File: src/rtl/shift_seq_ctrl.sv
// Two-requester shift sequencer sharing one left barrel shifter (right shifts via bit reversal).
// Optional macro SHIFT_SEQ_ROTATE_EN enables op 11 as ROL (second ROT2 pass); otherwise op 11 is SHL.
module shift_seq_ctrl #(
  parameter  int WIDTH = 32,
  localparam int AMT_W = $clog2(WIDTH)
) (
  input  logic             clk,
  input  logic             rst,
  input  logic             req0_valid,
  output logic             req0_ready,
  input  logic [1:0]       req0_op,
  input  logic [AMT_W-1:0] req0_amt,
  input  logic [WIDTH-1:0] req0_data,
  input  logic             req1_valid,
  output logic             req1_ready,
  input  logic [1:0]       req1_op,
  input  logic [AMT_W-1:0] req1_amt,
  input  logic [WIDTH-1:0] req1_data,
  output logic             rsp_valid,
  input  logic             rsp_ready,
  output logic             rsp_id,
  output logic [WIDTH-1:0] rsp_data,
  output logic             rsp_cf,
  output logic [1:0]       o_dbg_state
);

  // Handshake: a request transfers in the IDLE cycle where reqN_valid & reqN_ready;
  // the response transfers on the edge where rsp_valid & rsp_ready, and rsp_* hold until then.

  typedef enum logic [1:0] {
    S_IDLE = 2'd0,
    S_EXEC = 2'd1,
`ifdef SHIFT_SEQ_ROTATE_EN
    S_ROT2 = 2'd2,
`endif
    S_DONE = 2'd3
  } state_t;

  localparam logic [1:0]       OP_SHR = 2'b01;
  localparam logic [1:0]       OP_SAR = 2'b10;
`ifdef SHIFT_SEQ_ROTATE_EN
  localparam logic [1:0]       OP_ROL = 2'b11;
`endif
  localparam logic [WIDTH-1:0] ONES   = '1;

  state_t           r_state;
  logic             r_rr_ptr;
  logic [1:0]       r_op;
  logic [AMT_W-1:0] r_amt;
  logic [WIDTH-1:0] r_data;
  logic             r_id;
  logic [WIDTH-1:0] r_result;
  logic             r_cf;
  logic             r_rsp_valid;

  logic             w_any;
  logic             w_gnt_id;
  logic             w_idle_gnt;
  logic [AMT_W-1:0] w_neg_amt;
  logic             w_cf_rev;
  logic             w_cf;
  logic             w_rev;
  logic             w_fill;
  logic [AMT_W-1:0] w_sh_amt;
  logic [WIDTH-1:0] w_sh_in;
  logic [WIDTH-1:0] w_sh_raw;
  logic [WIDTH-1:0] w_sh_out;

  function automatic logic [WIDTH-1:0] bitrev(input logic [WIDTH-1:0] v);
    logic [WIDTH-1:0] r;
    for (int i = 0; i < WIDTH; i++) r[i] = v[WIDTH-1-i];
    return r;
  endfunction

  assign w_any      = req0_valid | req1_valid;
  assign w_gnt_id   = (req0_valid & req1_valid) ? r_rr_ptr : req1_valid;
  assign w_idle_gnt = (r_state == S_IDLE) & ~rst & w_any;
  assign req0_ready = w_idle_gnt & ~w_gnt_id;
  assign req1_ready = w_idle_gnt & w_gnt_id;

  // WIDTH-amt wraps cleanly in AMT_W bits because WIDTH is a power of two.
  assign w_neg_amt = ~r_amt + 1'b1;
  assign w_cf_rev  = (r_op == OP_SHR) || (r_op == OP_SAR);

  always_comb begin
    w_cf = 1'b0;
    if (r_amt != '0) begin
      if (w_cf_rev) w_cf = r_data[r_amt - 1'b1];
      else          w_cf = r_data[w_neg_amt];
    end
  end

  always_comb begin
    w_rev    = w_cf_rev;
    w_sh_amt = r_amt;
`ifdef SHIFT_SEQ_ROTATE_EN
    if (r_state == S_ROT2) begin
      w_rev    = 1'b1;
      w_sh_amt = w_neg_amt;
    end
`endif
    w_fill   = (r_op == OP_SAR) && r_data[WIDTH-1];
    w_sh_in  = w_rev ? bitrev(r_data) : r_data;
    w_sh_raw = (w_sh_in << w_sh_amt) | (w_fill ? ~(ONES << w_sh_amt) : '0);
    w_sh_out = w_rev ? bitrev(w_sh_raw) : w_sh_raw;
  end

  always_ff @(posedge clk) begin
    if (rst) begin
      r_state     <= S_IDLE;
      r_rr_ptr    <= 1'b0;
      r_op        <= '0;
      r_amt       <= '0;
      r_data      <= '0;
      r_id        <= 1'b0;
      r_result    <= '0;
      r_cf        <= 1'b0;
      r_rsp_valid <= 1'b0;
    end else begin
      case (r_state)
        S_IDLE: begin
          if (w_any) begin
            r_op     <= w_gnt_id ? req1_op   : req0_op;
            r_amt    <= w_gnt_id ? req1_amt  : req0_amt;
            r_data   <= w_gnt_id ? req1_data : req0_data;
            r_id     <= w_gnt_id;
            r_rr_ptr <= ~w_gnt_id;
            r_state  <= S_EXEC;
          end
        end
        S_EXEC: begin
          r_result <= w_sh_out;
          r_cf     <= w_cf;
`ifdef SHIFT_SEQ_ROTATE_EN
          if ((r_op == OP_ROL) && (r_amt != '0)) begin
            r_state <= S_ROT2;
          end else begin
            r_state     <= S_DONE;
            r_rsp_valid <= 1'b1;
          end
`else
          r_state     <= S_DONE;
          r_rsp_valid <= 1'b1;
`endif
        end
`ifdef SHIFT_SEQ_ROTATE_EN
        S_ROT2: begin
          // Bits wrapped past the MSB come back in from the right-shift pass.
          r_result    <= r_result | w_sh_out;
          r_state     <= S_DONE;
          r_rsp_valid <= 1'b1;
        end
`endif
        S_DONE: begin
          if (rsp_ready) begin
            r_rsp_valid <= 1'b0;
            r_state     <= S_IDLE;
          end
        end
        default: r_state <= S_IDLE;
      endcase
    end
  end

  assign rsp_valid   = r_rsp_valid;
  assign rsp_id      = r_id;
  assign rsp_data    = r_result;
  assign rsp_cf      = r_cf;
  assign o_dbg_state = r_state;

endmodule

File: config.mk
export PLATFORM = sky130hd
export DESIGN_NAME = shift_seq_ctrl
export DESIGN_NICKNAME = d
export VERILOG_FILES = /design/src/rtl/shift_seq_ctrl.sv
export SDC_FILE = /design/constraint.sdc
export NUM_CORES = 1
export LEC_CHECK = 0
export BUFFER_PORTS_ARGS = -buffer_cell sky130_fd_sc_hd__buf_2
export CORE_MARGIN = 2
export CORE_UTILIZATION = 24
export CTS_CLUSTER_SIZE = 12
export DETAILED_ROUTE_END_ITERATION = 12
export REMOVE_ABC_BUFFERS = 1
export SYNTH_ARGS = -nofsm -noshare
export SYNTH_HDL_FRONTEND = slang
export SYNTH_SLANG_ARGS = --single-unit
File: constraint.sdc
create_clock -name clk -period 6.09 [get_ports clk]
set_input_delay 1.5225 -clock clk [delete_from_list [all_inputs] [get_ports clk]]
set_output_delay 1.5225 -clock clk [all_outputs]
set_load 0.01 [all_outputs]
Word level (Yosys, flattened, before mapping)
Cells that the tools add are included.

Order comparisons: 2. Equality and inequality tests: 6. $add $sub $neg: 2. Muxes and demuxes: 18. Shift operators: 2. Reduce and logical (&&, ||, !) cells: 8. Bitwise gates (word level): 11.

Operators by type and width (count): two-way mux 32 bit (4); inverter 32 bit (1); OR 32 bit (1); << shifter 32 x 5 -> 32 bit (1); << shifter 32 x 5 -> 32 bit (first input constant) (1); less-than comparator 5 x 6 -> 1 bit (second input constant) (2); binary-select mux 1 bit (select 5 bit) (2); two-way mux 1 bit (6); two-way mux 2 bit (3); one-hot mux 2 bit (3 select lines) (1); AND reduction 2 bit (3); adder 5 x 1 -> 5 bit (second input constant) (1); AND 1 bit (5); two-way mux 5 bit (1); inverter 5 bit (1); nonzero test 5 bit (1); subtractor 5 x 1 -> 5 bit (second input constant) (1); == test 2 x 1 -> 1 bit (second input constant) (2); == test 2 bit (second input constant) (2); != test 2 bit (second input constant) (2); logical NOT 2 bit (1); inverter 1 bit (2); one-hot mux 1 bit (2 select lines) (1); nonzero test 2 bit (1); other kinds (3) (3).

Word-level logic and storage cells: 58. Output and inout bits: 39. Register bits: 77.

Longest topological paths before layout
Word-level depth: 6. Gate-level depth with buffers: 14. Mapped depth without buffers: 10.

Worst setup path after synthesis
OpenSTA, ideal clock, no wires.

Kind: input -> output. Start: input req0_valid. End: output req0_ready. Stages on the path: 7. Path buffers: 3. Arrival: 2.863 ns. Path slack: 1.705 ns. Path through: nor2_1 or3_1 nor2b_1 clkbuf_1 and2_1 clkbuf_1 clkbuf_1.

Word-level cells in the longest chain between the ends: 4. Elaborated cells between the ends (all ways): 6. Those cells by class: mux: 1; bitwise: 5.

RTL lines: start, declared (RTL line 9) `input logic req0_valid,`; AND 1 bit (RTL line 76) `assign w_gnt_id = (req0_valid & req1_valid) ? r_rr_ptr : req1_valid;`; two-way mux 1 bit (RTL line 76); inverter 1 bit (RTL line 78) `assign req0_ready = w_idle_gnt & ~w_gnt_id;`; AND 1 bit * (RTL line 78); end, declared (RTL line 10) `output logic req0_ready,`.

Every way passes the cells marked *; elsewhere a longest branch is shown, timed or not.

Worst setup path in the final report
Ends and elaborated chain as after synthesis.

==> results_dict.tcl <==
set metrics [dict create \
    post_synth_instance_area_um2 6720 \
    worstPathRequired_ps 4570 \
    outcome "finished, final reports clean" \
    crit_path_start_kind "input port" \
    layout.cell_area.non_filler_um2 7870 \
    synth_flop_cell "sky130_fd_sc_hd__dfxtp_1" \
    post_synth_inst_count 765 \
    antenna_left 0 \
    worstReg2RegEnd "rsp_data[12]" \
    setup-violations-final 0 \
    hp-start "rsp_data[19]" \
    number_of_distinct_library_cells_after_synthesis 70 \
    cts_sinks 77 \
    tightestPinTransition_ps 1030 \
    clk_latency_ps 360 \
    drt-initial-drc-count 893 \
    slew-limit-headroom_pct 31.0 \
    power_density_nw_per_um2 286 \
    clock-root-buffer "sky130_fd_sc_hd__clkbuf_16" \
    tritoncts "done" \
    global_route.usage.total_pct 17.5 \
    leakagePower_nw 3.21 \
    synth_compound_gate_area_share_pct 26.1 \
    worstSetupEndpointType "output port" \
    crit_chain "buf_2, nor2_1, or3_1, nor2b_1, buf_4, and2_1, buf_4, buf_2" \
    report.final.hold_viol_count 0 \
    worst_setup_hold_path_clk_slew_ps 60 \
    io_buffers 121 \
    timing_max_transition_violations_final 0 \
    slowest_stage "sky130_fd_sc_hd__or3_1" \
    synth_sequential_area_ratio_pct 22.9 \
    globalRoute.totalOverflow 0 \
    detail_route.drc_violations 0 \
    first_global_vias 6456 \
    synthAdderAreaFrac_pct 1.12 \
    post_cts_resize_count 0 \
    worstSetupPathType "input port to output port" \
    synth_top_family_by_area "multiplexers" \
    syn_area_cell_um2 8.78 \
    hold_end "rsp_data[19]" \
    synth_mux_area_share_pct 27.9 \
    design.portCount 122 \
    dpl_cell_area_um2 7580 \
    share_of_async_settable_or_async_resettable_flops_after_synthesis_pct 0 \
    rows 61 \
    worst-r2r-cell-count 8 \
    reported_max_cap_violation_count 0 \
    chipWidth_um 171 \
    viasPerCell 5.69 \
    routed_length_per_instance_um 21.1 \
    synth_edf_count 0 \
    ys_ff_latch 77 \
    rsz0062_at_grt "no" \
    core_region_area_um2 27700 \
    worst_r2r_startpoint "r_op[0]" \
    holdBufCountCts 0 \
    cts_htree_levels 3 \
    fill_cells 2950 \
    die-area_um2 29400 \
    r2r_slack_ps 2490 \
    antenna_found_initial 0 \
    vias 6943 \
    min_path_cells 2 \
    pin_count_of_the_biggest_net_entering_global_routing 49 \
    post_cts.repair.setup_buffers 0 \
    synth-warning-count 0 \
    clock-skew-final_ps 8.33 \
    period_minus_slack_ps 4820 \
    critical_path_arrival_ps 3290 \
    drt_pass1_iterations 5 \
    yosys.area_share.simple_pct 15.8 \
    die_height_um 171 \
    max_freq_mhz 208 \
    cts_made_buffers 9 \
    routabilityCongestion 0.977 \
    post_synth_xor_area_fraction_pct 0.391 \
    relative_area_change_from_synthesis_to_final_layout_pct 17.1 \
    worstHoldPathType "flip-flop to flip-flop" \
    grt_pass1_wl_um 39200 \
    irDropWorstVdd_uv 108 \
    initial_utilization_pct 24.3 \
    min_period_over_period_pct 79.1 \
    timing.critical_path.slowest_cell_delay_ps 580 \
    path_max_fanout 23 \
    design.final.nets 926 \
    totalWireLength_um 25700 \
    place.detailed.hpwl_um 19100 \
    timing.setup.tns_ps 0 \
    drive_above_1_share_pct 28.7 \
    clock_tree.buffer_depth 2 \
    diodes 0 \
]
-- worst max-delay path by stage --
stage / from / endpoint / slack, ps / cells past startpoint
3_3_place_gp: req0_valid / req0_ready / 1320 / 8
2_1_floorplan: req0_valid / req1_ready / 1050 / 3
6_report: req0_valid / req0_ready / 1270 / 8
5_1_grt: req0_valid / req0_ready / 1140 / 8
4_1_cts: req0_valid / req0_ready / 1270 / 8
3_5_place_dp: req0_valid / req0_ready / 1270 / 8
-- Yosys cell counts (all sizes together), types with 3 or more instances --
master | number | share of area [%]
o32ai | 6 | 0.78
nand2b | 5 | 0.47
inv | 9 | 0.50
nor2b | 6 | 0.56
a22oi | 28 | 3.1
and2 | 7 | 0.69
nor2 | 64 | 3.6
or2 | 6 | 0.56
o211a | 3 | 0.45
ha | 6 | 1.1
a211oi | 7 | 0.78
o21ai | 35 | 2.6
or3 | 7 | 0.65
a32oi | 3 | 0.39
o221ai | 7 | 0.91
clkbuf | 50 | 2.8
a221oi | 4 | 0.52
a21o | 6 | 0.67
a211o | 4 | 0.52
nand3 | 7 | 0.52
nor3 | 19 | 1.4
mux2i | 43 | 6.4
o31ai | 7 | 0.78
a32o | 5 | 0.74
mux2 | 20 | 3.4
a21oi | 32 | 2.4
mux4 | 54 | 18
o2111ai | 8 | 1.0
a31oi | 6 | 0.56
and3 | 8 | 0.74
dfxtp | 77 | 23
a222oi | 19 | 2.8
nand2 | 107 | 6.0
o22ai | 11 | 1.0
a221o | 9 | 1.3
buf | 25 | 2.5
o211ai | 8 | 0.89
-- power by group --
| part | internal (W) | leakage, nW | switching, W | total, W |
|---|---|---|---|---|
| Clock | 0.000287 | 0.144 | 0.000251 | 0.000538 |
| Combinational | 0.000431 | 2.43 | 0.000621 | 0.00105 |
| Sequential | 0.000571 | 0.633 | 0.0000862 | 0.000658 |
| Total | 0.00129 | 3.21 | 0.000959 | 0.00225 |
-- critical path: cells and delay by family --
family	cells	cell delay, ps
AND/OR/NAND/NOR	4	980
buffers and inverters	4	790
-- cell families (layout without fill, tap and decap cells) --
group | count (synthesis) | after routing
XOR/XNOR | 3 | 3
flip-flops | 77 | 77
adder cells (fa/ha/maj) | 6 | 6
multiplexers | 117 | 117
AND/OR/NAND/NOR | 242 | 242
buffers and inverters | 85 | 162
AO/OA/AOI/OAI | 235 | 235
-- registers in the layout (all words and copies together) (netlist names) --
register / flops
r_amt: 5
o_dbg_state: 2
rsp_id: 1
r_op: 2
rsp_cf: 1
r_data: 32
r_rr_ptr: 1
rsp_valid: 1
rsp_data: 32
-- per-stage QoR --
stage	hold WS (ps)	power [W]	setup WS, ps	instances	utilization, %
4_1_cts	456	0.00224	1270	1220	28.4
2_1_floorplan	421	0.00134	1050	690	-
3_5_place_dp	440	0.00170	1270	1204	27.4
5_1_grt	475	0.00237	1140	1220	28.4
3_3_place_gp	433	0.00169	1320	1204	27.4
6_report	453	0.00225	1270	1220	28.4
-- final cells by class --
class | instances | area (um^2) | area share, %
tap | 378 | 473 | 6.01
multi-input combinational | 603 | 4810 | 61.1
clock inverter | 7 | 66.3 | 0.842
clock buffer | 9 | 225 | 2.86
timing repair buffer | 136 | 718 | 9.12
sequential | 77 | 1540 | 19.6
inverter | 10 | 37.5 | 0.477
-- cell usage in the layout (no fill, tap or decap), types with 4 or more instances in the layout --
| master | count |
|---|---|
| sky130_fd_sc_hd__buf_2 | 121 |
| sky130_fd_sc_hd__nand2_1 | 107 |
| sky130_fd_sc_hd__dfxtp_1 | 75 |
| sky130_fd_sc_hd__nor2_1 | 64 |
| sky130_fd_sc_hd__mux4_2 | 54 |
| sky130_fd_sc_hd__mux2i_1 | 43 |
| sky130_fd_sc_hd__o21ai_0 | 32 |
| sky130_fd_sc_hd__a21oi_1 | 32 |
| sky130_fd_sc_hd__a22oi_1 | 28 |
| sky130_fd_sc_hd__mux2_2 | 20 |
| sky130_fd_sc_hd__a222oi_1 | 19 |
| sky130_fd_sc_hd__nor3_1 | 18 |
| sky130_fd_sc_hd__buf_4 | 15 |
| sky130_fd_sc_hd__o22ai_1 | 11 |
| sky130_fd_sc_hd__a221o_1 | 9 |
| sky130_fd_sc_hd__clkbuf_16 | 9 |
| sky130_fd_sc_hd__inv_1 | 8 |
| sky130_fd_sc_hd__o211ai_1 | 8 |
| sky130_fd_sc_hd__and3_1 | 8 |
| sky130_fd_sc_hd__o2111ai_1 | 8 |
| sky130_fd_sc_hd__or3_1 | 7 |
| sky130_fd_sc_hd__o221ai_1 | 7 |
| sky130_fd_sc_hd__o31ai_1 | 7 |
| sky130_fd_sc_hd__a211oi_1 | 7 |
| sky130_fd_sc_hd__nand3_1 | 7 |
| sky130_fd_sc_hd__nor2b_1 | 6 |
| sky130_fd_sc_hd__and2_1 | 6 |
| sky130_fd_sc_hd__a31oi_1 | 6 |
| sky130_fd_sc_hd__o32ai_1 | 6 |
| sky130_fd_sc_hd__a21o_1 | 6 |
| sky130_fd_sc_hd__nand2b_1 | 5 |
| sky130_fd_sc_hd__a32o_1 | 5 |
| sky130_fd_sc_hd__ha_1 | 5 |
| sky130_fd_sc_hd__or2_2 | 4 |
| sky130_fd_sc_hd__a221oi_1 | 4 |
| sky130_fd_sc_hd__a211o_1 | 4 |
-- metal layers --
| layer | GRT usage [%] | routed length [um] | vias up | share of wire [%] |
|---|---|---|---|---|
| li1 | - | - | 3160 | - |
| met3 | 4.05 | 2530 | 41 | 9.8 |
| met1 | 25.0 | 11400 | 3337 | 44 |
| met5 | 0 | 0 | - | 0 |
| met2 | 26.2 | 11300 | 405 | 44 |
| met4 | 4.97 | 509 | 0 | 2.0 |
Power figures use the tool's default switching activity.
